File: src/rtl/if_id_reg.sv
// if_id_reg: IF/ID pipeline register with stall, flush, bubble and optional perf counters (IF_ID_PERF_EN).
module if_id_reg #(
  parameter logic [31:0] RESET_ADDR = 32'h00000000,
  parameter logic [31:0] NOP_INST   = 32'h00000013
) (
  input  logic        i_clk,
  input  logic        i_rst,
  input  logic [31:0] i_pc,
  input  logic [31:0] i_inst,
  input  logic        i_valid,
  input  logic        i_stall,
  input  logic        i_flush,
  output logic [31:0] o_pc,
  output logic [31:0] o_pc_plus4,
  output logic [31:0] o_inst,
  output logic        o_valid,
  output logic        o_misaligned,
  output logic [31:0] o_stall_cnt,
  output logic [31:0] o_flush_cnt
);
  logic [31:0] pc_q, pc_d, inst_q, inst_d;
  logic        valid_q, valid_d, mis_q, mis_d;
  logic        load;
  always_comb begin
    load    = !i_flush && !i_stall;
    pc_d    = load ? i_pc : pc_q;
    inst_d  = i_flush ? NOP_INST : load ? i_inst : inst_q;
    valid_d = i_flush ? 1'b0 : load ? i_valid : valid_q;
    mis_d   = i_flush ? 1'b0 : load ? (i_pc[1:0] != 2'b00) : mis_q;
  end
  always_ff @(posedge i_clk) begin
    if (i_rst) begin
      pc_q    <= RESET_ADDR;
      inst_q  <= NOP_INST;
      valid_q <= 1'b0;
      mis_q   <= 1'b0;
    end else begin
      pc_q    <= pc_d;
      inst_q  <= inst_d;
      valid_q <= valid_d;
      mis_q   <= mis_d;
    end
  end
  assign o_pc         = pc_q;
  assign o_pc_plus4   = pc_q + 32'd4;
  assign o_inst       = valid_q ? inst_q : NOP_INST;
  assign o_valid      = valid_q;
  assign o_misaligned = valid_q & mis_q;
`ifdef IF_ID_PERF_EN
  logic [31:0] stall_cnt_q, stall_cnt_d, flush_cnt_q, flush_cnt_d;
  // only live entries count; stalled or flushed bubbles are free
  always_comb begin
    stall_cnt_d = stall_cnt_q + {31'b0, !i_flush && i_stall && valid_q};
    flush_cnt_d = flush_cnt_q + {31'b0, i_flush && valid_q};
  end
  always_ff @(posedge i_clk) begin
    if (i_rst) begin
      stall_cnt_q <= 32'h0;
      flush_cnt_q <= 32'h0;
    end else begin
      stall_cnt_q <= stall_cnt_d;
      flush_cnt_q <= flush_cnt_d;
    end
  end
  assign o_stall_cnt = stall_cnt_q;
  assign o_flush_cnt = flush_cnt_q;
`else
  assign o_stall_cnt = 32'h0;
  assign o_flush_cnt = 32'h0;
`endif
endmodule

File: config.mk
export PLATFORM = sky130hd
export DESIGN_NAME = if_id_reg
export DESIGN_NICKNAME = d
export VERILOG_FILES = /design/src/rtl/if_id_reg.sv
export SDC_FILE = /design/constraint.sdc
export NUM_CORES = 1
export LEC_CHECK = 0
export CORE_ASPECT_RATIO = 1.1
export CORE_MARGIN = 10
export CORE_UTILIZATION = 30
export CTS_BUF_LIST = sky130_fd_sc_hd__clkbuf_16
export DETAILED_ROUTE_END_ITERATION = 10
export HOLD_SLACK_MARGIN = 0.02
export PLACE_DENSITY = 0.69
export SETUP_SLACK_MARGIN = 0.5
export SLEW_MARGIN = 20
export SYNTH_ARGS = -nofsm -noshare
export SYNTH_HDL_FRONTEND = slang
export SYNTH_SLANG_ARGS = --single-unit
File: constraint.sdc
create_clock -name i_clk -period 3.98 [get_ports i_clk]
set_input_delay 1.194 -clock i_clk [delete_from_list [all_inputs] [get_ports i_clk]]
set_output_delay 1.194 -clock i_clk [all_outputs]
set_load 0.02 [all_outputs]
==> results of run 1 <==
sequential cells by signal (all words and copies together) (netlist names):
signal	cells
inst_q	32
mis_q	1
o_pc	32
o_valid	1
layer usage:
layer  vias up  track usage
met4         0       0.0423
li1       1598            -
met1      1484        0.130
met2       150        0.223
met5         -            0
met3        11       0.0680
through the flow:
stage               cell area [µm²]  hold slack (ns)  setup slack [ns]  total power, mW  utilization
finish                         5380            0.478             0.631             1.74        0.466
detailed placement             5100            0.470             0.362             1.05        0.442
global route                   5380            0.504             0.473             1.82        0.466
CTS                            5370            0.486             0.523             1.76        0.466
floorplan                      3810            0.434             0.886            0.946            -
global placement               5100            0.450             0.432             1.05        0.442
kinds of logic (layout without fill, tap and decap cells):
logic type                 after synthesis  after routing  synth area share
other                                    1             64           0.00105
muxes                                   33             33            0.0925
AOI/OAI and AO/OA                       33             33            0.0462
DFF                                     66             66             0.370
xor gates and xnor gates                28             28            0.0687
buffers and inverters                   92            193             0.167
and+or+nand+nor                        181            181             0.251
adders and majority gates                1              1           0.00350
worst max-delay path: stages (launching register included):
cell and delay [ns]:
dfxtp_1 0.41, ha_1 0.23, nand3_2 0.19, nor3_2 0.20
xor2_1 0.18, clkdlybuf4s50_1 0.63
layout make-up:
class | instances | area share
Timing Repair Buffer | 173 | 0.314
Sequential cell | 66 | 0.246
Clock inverter | 7 | 0.00721
Multi-Input combinational cell | 340 | 0.353
Tap cell | 150 | 0.0349
Clock buffer | 9 | 0.0419
Inverter | 4 | 0.00279
power groups by stage:
stage	clock, mW	combinational (mW)	sequential, mW
CTS	0.723	0.316	0.717
detailed placement	0	0.321	0.731
global route	0.758	0.339	0.722
global placement	0	0.318	0.730
floorplan	0	0.204	0.742
finish	0.703	0.315	0.718
synth_stat cells, types with 2 or more instances:
cell type and n:
and2_1 32, mux2i_1 33, nor4_4 2, nand3_1 9, nand2_1 72, nand2b_1 3, nand4_1 11, or2_2 2
nor2_1 39, xor2_1 7, dfxtp_1 66, and3_1 5, inv_1 4, clkbuf_1 17, buf_2 4, buf_4 66
a21oi_1 33, and4_1 2, xnor2_1 21
worst paths after layout:
check	startpoint	end	slack, ns	cells after the start
setup / recovery	o_pc[2]$_SDFFE_PP0P_	o_pc_plus4[12]	0.63	5
hold / removal	inst_q[1]$_SDFFE_PP1P_	inst_q[1]$_SDFFE_PP1P_	0.48	2
setup reg to reg	o_valid$_SDFFE_PP0P_	o_valid$_SDFFE_PP0P_	2.99	2
hold reg to reg	inst_q[1]$_SDFFE_PP1P_	inst_q[1]$_SDFFE_PP1P_	0.48	2
timing repair:
action | 4_1_cts | 5_1_grt
hold endpoints to repair | 0 | 0
pin swaps | 3 | 0
setup endpoints to repair | 20 | 37
gates resized for setup | 19 | 12
setup buffers | 3 | 0
hold buffers | 0 | 0
==> metrics, run 1 <==
min cycle time layout=3.35 ns; Pint=1.24 mW; Die Y=134 µm; power share of the sequential group=0.414; Top Ports=231; pwr/cell area=322 mW/mm²; Vias=3243; Via density=4.33; Cell Rows=41; top layer in use=met4; first-pass GRT wire length=17300 µm; flip-flop and latch area=0.00133 mm²; Worst slew margin=0.574; post-synthesis average cell area=8.21 µm²; Synth area leader=dfxtp_1; DR WL/cell=15.6 µm; Final TNS setup=0 ns; starting density of the core=0.309; floorplan core area=0.0115 mm²; crit start category=flip-flop; largest net degree at the start of global routing=36; 1st-pass router iterations=4; Most used DFF post-synth=dfxtp_1; RSZ-0062 raised after global routing=yes; Post-synth ARST share=0; Comb pwr share=0.181; P_sw=0.493 mW; worst vdd ir=0.168 mV; vias in the first global route=3276; P_leak=2.30 nW; #FFs+latches synth=66; initial antenna violation count=0; # port buffers=166; final slew viol count=0; initial drt markers=100; Yosys Warn Count=0; highest clock rate=299 MHz; CTS tree=yes; Hold Vio Cnt, Final=0; Switching Fraction=0.284; H-tree levels=3; Multi-input gate area=0.00190 mm²; Crit Path Max Fanout=6; worst endpoint required time=2.79 ns; final setup vio count=0; total CTS buffers=9; outcome=finished, final reports clean; Residual DRC=0; most common cell after layout, fill and taps aside=clkdlybuf4s50_1; Synth Cell Area=0.00357 mm²; met2 wire length=5570 µm; top cells by area, synth=dfxtp_1, buf_4, mux2i_1; Clock Latency Late Sink=0.32 ns; most frequent cells in the layout=clkdlybuf4s50_1, nand2_1, conb_1; max-cap viol count=0; Final Wtd Congestion=0.764; Overflow after GRT=0; Met3 Routed Length=1720 µm; Final Non-Filler Cells=749; placed insts=730; Tcrit/Tclk final=0.841; Clock Tree Root=clkbuf_16; final wirelength=11700 µm; post-synthesis sequential area ratio=0.370; Clock power frac=0.405; layout cells sized above 1=0.0601; die span in x=124 µm; top cell type's share of synthesized area=0.370; clk buf depth=2; fill cell count=1150; Netlist cell types=26; M1 WL=4230 µm; die area=0.0167 mm²; Routed Antenna Nets=0; DP HPWL=9180 µm; Worst-Margin Slew=0.639 ns; Layout area overhead=50.6%; WP data arrival=2.15 ns; Diodes inserted=0; clock sink count=66; Hold/Removal Path Class=reg2reg; Worst Skew=0 ns; critical path type=reg2out; Tot GR Track Use=0.129; Post-synth EDFFs=0; kind of end point of the critical path=output pin; Final #Nets=664; Mapped Cells=435; clock slew seen by the registers of the worst setup and hold paths=0.06 ns
Note: power is estimated with default switching activity, not from simulation.
==> inputs of run 2 (changes only) <==
--- a/config.mk
+++ b/config.mk
@@ -11,7 +11,7 @@
 export CTS_BUF_LIST = sky130_fd_sc_hd__clkbuf_16
 export DETAILED_ROUTE_END_ITERATION = 10
 export HOLD_SLACK_MARGIN = 0.02
-export PLACE_DENSITY = 0.69
+export PLACE_DENSITY = 0.71
 export SETUP_SLACK_MARGIN = 0.5
 export SLEW_MARGIN = 20
 export SYNTH_ARGS = -nofsm -noshare
==> constraint.sdc (replaced) <==
create_clock -name i_clk -period 2.7 [get_ports i_clk]
set_input_delay 0.81 -clock i_clk [delete_from_list [all_inputs] [get_ports i_clk]]
set_output_delay 0.81 -clock i_clk [all_outputs]
set_load 0.02 [all_outputs]
==> run 2 against run 1 <==
  * The run now ends with setup timing left
  * Hold slack got worse by 0.0029 ns
  * Flip-flop and latch count did not move
  * Global-route usage grew 0.93 points
  * Critical path depth rose by 2
  * Non-clock buffer count grew 51
  * Die area unchanged
  * Wire length increased by 7.0%
  * Clock skew is the same
  * Sequential share of layout area is 1.8 points lower
  * Final area grew 12%
  * Via count up 6.5%
  * Sequential power grew 43%
  * Largest cell class unchanged
==> metrics, run 2 (same netlist as run 1, synthesis figures left out) <==
Cell Rows=41 (unchanged); P_leak=2.93 nW (+28%); placed insts=766 (+4.9%); total CTS buffers=9 (unchanged); pwr/cell area=424 mW/mm² (+32%); die area=0.0167 mm² (unchanged); worst vdd ir=0.216 mV (+28%); clock sink count=66 (unchanged); clock slew seen by the registers of the worst setup and hold paths=0.05 ns (about the same); Final Non-Filler Cells=800 (+6.8%); Routed Antenna Nets=0 (unchanged); worst endpoint required time=1.89 ns (-0.90 ns); min cycle time layout=2.76 ns; Crit Path Max Fanout=8 (+2); Die Y=134 µm (unchanged); starting density of the core=0.309 (unchanged); Tot GR Track Use=0.139 (+0.00934); CTS Hold Bufs=0 (unchanged); final core utilization=0.521 (+0.0544); Final Wtd Congestion=0.817 (+7.0%); FF-to-FF Start=o_pc[2]$_SDFFE_PP0P_; Pwr Total=2.55 mW (+47%); Worst-Margin Slew=0.620 ns (-0.0194 ns); most frequent cells in the layout=nand2_1, clkdlybuf4s50_1, buf_4; Worst Setup Slack, final=-0.0604 ns (-0.692 ns); Clock Tree Root=clkbuf_16; final wirelength=12500 µm (+7.0%); Layout area overhead=68.2%; Vias=3454 (+6.5%); crit start category=flip-flop; Via density=4.32 (-0.28%); Overflow after GRT=0 (unchanged); # port buffers=166 (unchanged); kind of end point of the critical path=output pin; Clock Latency Late Sink=0.33 ns (about the same); initial drt markers=83 (-17%); Worst Skew=0 ns (unchanged); vias in the first global route=3638 (+11%); layout cells sized above 1=0.248 (+0.188); initial antenna violation count=0 (unchanged); final setup vio count=5 (+5); Hold Vio Cnt, Final=0 (unchanged); CP Launch Point=o_pc[2]$_SDFFE_PP0P_; clk buf depth=2 (unchanged); Hold/Removal Path Class=reg2reg; critical path type=reg2out; Worst slew margin=0.587 (+0.0129); floorplan core area=0.0115 mm² (unchanged); CTS tree=yes; die span in x=124 µm (unchanged); 1st-pass router iterations=4 (unchanged); first-pass GRT wire length=18400 µm (+6.5%); final slew viol count=0 (unchanged); DP HPWL=9670 µm (+5.3%); Diodes inserted=0 (unchanged); failing checks=setup timing; Residual DRC=0 (unchanged); outcome=complete, but fails checks; highest clock rate=362 MHz; placed cell area=0.00557 mm² (+9.1%); Tcrit/Tclk final=1.02; Final Cell Area=0.00601 mm² (+12%); H-tree levels=3 (unchanged); Top Ports=231 (unchanged); largest net degree at the start of global routing=34 (-5.6%); max-cap viol count=0 (unchanged); Hold Startpoint=o_pc[1]$_SDFFE_PP0P_; WP data arrival=1.95 ns (-0.20 ns); DR WL/cell=15.6 µm (+0.15%); RSZ-0062 raised after global routing=yes; Final #Nets=715 (+7.7%)
[run 2: final timing paths]
path	to	slack, ns	cells past startpoint
setup / recovery	o_pc_plus4[31]	-0.06	7
hold / removal	o_pc[1]$_SDFFE_PP0P_	0.48	2
setup reg to reg	o_pc[2]$_SDFFE_PP0P_	1.82	4
hold reg to reg	o_pc[1]$_SDFFE_PP0P_	0.48	2
[run 2: layout make-up]
class	instances	area, µm²
clock inverters	7	32.5
repair buffers	224	2000
inverters	4	15.0
clock buffers	9	225
multi-input cells	340	2180
flip-flops and latches	66	1370
well taps	150	188
fillers	1093	5530
[run 2: power by group]
| group | switching [mW] | total, mW | internal [mW] |
|---|---|---|---|
| logic | 0.291 | 0.514 | 0.223 |
| registers | 0.0262 | 1.03 | 1.01 |
| clock network | 0.399 | 1.00 | 0.603 |
[run 2: what timing repair did]
action                                  4_1_cts  5_1_grt
endpoints found under the setup margin       93       44
setup buffers                                11        7
cloned                                        0        0
hold endpoints to repair                      0        0
resized for setup                           238       29
pin swaps                                    14        9
[run 2: per-layer routing]
metal	part of all wire	GRT usage	wire length, µm
met1	0.36	0.140	4440
met2	0.49	0.238	6160
met3	0.13	0.0655	1670
met4	0.017	0.0563	210
met5	0	0	0
[run 2: critical path, stage by stage, from the launching register on]
cell and delay (ns):
dfxtp_4 0.36, nand4_1 0.13, buf_4 0.18, nor4_4 0.30, buf_6 0.18, nand4_1 0.15, xnor2_2 0.16, buf_4 0.16
[run 2: stage by stage]
step	setup TNS (ns)	hold WS (ns)	worst slack (ns)
CTS	-0.446	0.480	-0.0920
detailed placement	-0.825	0.459	-0.118
finish	-0.216	0.476	-0.0604
global route	-1.02	0.496	-0.116
global placement	-0.0635	0.451	-0.0351
floorplan	0	0.434	0.358
==> inputs of run 3 (changes only) <==
--- a/config.mk
+++ b/config.mk
@@ -7,11 +7,11 @@
 export LEC_CHECK = 0
 export CORE_ASPECT_RATIO = 1.1
 export CORE_MARGIN = 10
-export CORE_UTILIZATION = 30
+export CORE_UTILIZATION = 33
 export CTS_BUF_LIST = sky130_fd_sc_hd__clkbuf_16
 export DETAILED_ROUTE_END_ITERATION = 10
 export HOLD_SLACK_MARGIN = 0.02
-export PLACE_DENSITY = 0.71
+export PLACE_DENSITY = 0.77
 export SETUP_SLACK_MARGIN = 0.5
 export SLEW_MARGIN = 20
 export SYNTH_ARGS = -nofsm -noshare
==> run 3 against run 2 <==
  * The flow now finishes without violations
  * Critical path type unchanged
  * Highest routed layer unchanged
  * Wire length fell by 1.5%
  * Hold slack got worse by 0.0062 ns
  * Fmax increased by 4.1%
  * Flip-flop and latch count is the same
  * First-iteration DRC count increased by 33%
==> metrics, run 3 (same netlist as run 1, synthesis figures left out) <==
initial drt markers=110 (+33%); Layout area overhead=67.7%; Final Wtd Congestion=0.839 (+2.6%); Switching Fraction=0.252 (-0.0289); Worst Skew=0 ns (unchanged); final core utilization=0.571 (+0.0503); Clock power frac=0.471 (+0.078); Via density=4.37 (+1.3%); H-tree levels=3 (unchanged); power share of the sequential group=0.354 (-0.052); P_sw=0.736 mW (+2.9%); Multi-input gate area=0.00218 mm² (-0.29%); floorplan core area=0.0105 mm² (-9.1%); starting density of the core=0.340 (+0.0310); P_leak=2.90 nW (-1.1%); Top Ports=231 (unchanged); Pint=2.19 mW (+19%); Vias=3428 (-0.75%); critical path type=reg2out; Diodes inserted=0 (unchanged); layout cells sized above 1=0.278 (+0.0300); Routed Antenna Nets=0 (unchanged); Critical Path Slowest Stage Cell=dfxtp_4; Worst Setup Slack, final=0.0489 ns (+0.109 ns); Tot GR Track Use=0.148 (+0.00960); RSZ-0062 raised after global routing=yes; Final #Nets=706 (-1.3%); crit-path cells=nand4_1 > buf_4 > nor4_4 > buf_6 > buf_4 > nand3_4 > xnor2_2 > buf_4; Comb pwr share=0.176 (-0.026); crit start category=flip-flop; CTS tree=yes; vias in the first global route=3708 (+1.9%); Place WS=-0.0675 ns (+0.0509 ns); final slew viol count=0 (unchanged); most common cell after layout, fill and taps aside=nand2_1; # port buffers=166 (unchanged); WP data arrival=1.84 ns (-0.11 ns); clk buf depth=2 (unchanged); most frequent cells in the layout=nand2_1, clkdlybuf4s50_1, conb_1; Worst-Margin Slew=0.617 ns (-0.00319 ns); final setup vio count=0 (-5); total CTS buffers=9 (unchanged); CTS Hold Bufs=0 (unchanged); clock sink count=66 (unchanged); Cell Rows=39 (-4.9%); outcome=finished, final reports clean; DR WL/cell=15.7 µm (+0.52%); Worst slew margin=0.589 (+0.00213); Residual DRC=0 (unchanged); Hold/Removal Path Class=reg2reg; min cycle time layout=2.65 ns (-0.109 ns); Most Frequent Cell on Critical Path=buf_4; DP HPWL=9780 µm (+1.2%); largest net degree at the start of global routing=35 (+2.9%); 1st-pass router iterations=4 (unchanged); initial antenna violation count=0 (unchanged); Tcrit/Tclk final=0.982 (-0.0405); highest clock rate=377 MHz (+4.1%); worst endpoint required time=1.89 ns (about the same); Overflow after GRT=0 (unchanged); max incr delay on CP=0.36 ns (about the same); placed insts=759 (-0.91%); die span in x=119 µm (-3.9%); Die Y=129 µm (-4.0%); Clock Latency Late Sink=0.32 ns (about the same); clock slew seen by the registers of the worst setup and hold paths=0.05 ns (about the same); Hold Vio Cnt, Final=0 (unchanged); final wirelength=12300 µm (-1.5%); first-pass GRT wire length=18700 µm (+1.7%); Crit Path Max Fanout=8 (unchanged); Final Non-Filler Cells=784 (-2.0%); fill cell count=946 (-13%); kind of end point of the critical path=output pin; Clock Tree Root=clkbuf_16; flip-flop and latch area=0.00137 mm² (unchanged); die area=0.0154 mm² (-7.7%); pwr/cell area=488 mW/mm² (+15%); worst vdd ir=0.315 mV (+46%); max-cap viol count=0 (unchanged)
[run 3: metrics by stage]
| step | hold slack [ns] | power [mW] | cell area [µm²] | setup TNS (ns) |
|---|---|---|---|---|
| 6_report | 0.469 | 2.92 | 5990 | 0 |
| 5_1_grt | 0.520 | 3.06 | 5990 | -0.149 |
| 4_1_cts | 0.478 | 2.97 | 5880 | 0 |
| 3_5_place_dp | 0.466 | 1.58 | 5560 | -0.214 |
| 3_3_place_gp | 0.448 | 1.57 | 5560 | -0.0370 |
| 2_1_floorplan | 0.434 | 1.40 | 4000 | 0 |
[run 3: path summary, 6_finish.rpt]
kind | from | endpoint | slack [ns] | cells after the start
max reg2reg | o_pc[16]$_SDFFE_PP0P_ | o_pc[16]$_SDFFE_PP0P_ | 1.80 | 3
max | o_pc[3]$_SDFFE_PP0P_ | o_pc_plus4[19] | 0.05 | 8
min | inst_q[0]$_SDFFE_PP1P_ | inst_q[0]$_SDFFE_PP1P_ | 0.47 | 2
min reg2reg | inst_q[0]$_SDFFE_PP1P_ | inst_q[0]$_SDFFE_PP1P_ | 0.47 | 2
[run 3: power by group through the flow]
stage                     Sequential, mW  Clock, mW  Combinational (mW)
after floorplan                     1.09          0               0.309
after global placement              1.05          0               0.522
after detailed placement            1.05          0               0.529
after CTS                           1.03       1.42               0.507
after global routing                1.04       1.47               0.554
final                               1.03       1.38               0.514
[run 3: cell type report]
class	count	area share
Inverter	4	0.00251
Timing Repair Buffer	215	0.315
Clock buffer	10	0.0418
Multi-Input combinational cell	340	0.363
Tap cell	143	0.0299
Sequential cell	66	0.229
Clock inverter	6	0.0184
[run 3: what timing repair did]
action	CTS	global route
gates resized for setup	240	63
endpoints found under the setup margin	91	52
setup buffers	1	8
pin swaps	13	15
gates cloned	0	0
[run 3: per-layer routing]
metal,GRT usage,vias to the layer above,share of wire,routed length (µm)
met3,0.0743,6,0.10,1280
li1,-,1683,-,-
met2,0.281,138,0.54,6630
met1,0.137,1601,0.35,4320
met5,0,-,0,0
met4,0.0424,0,0.0048,59
[run 3: critical path, delay by kind of cell, from the launching register on]
kind / cells / cell delay (ns)
XOR/XNOR: 1 / 0.13
buffers and inverters: 4 / 0.65
flip-flops: 1 / 0.36
AND/OR/NAND/NOR: 3 / 0.37
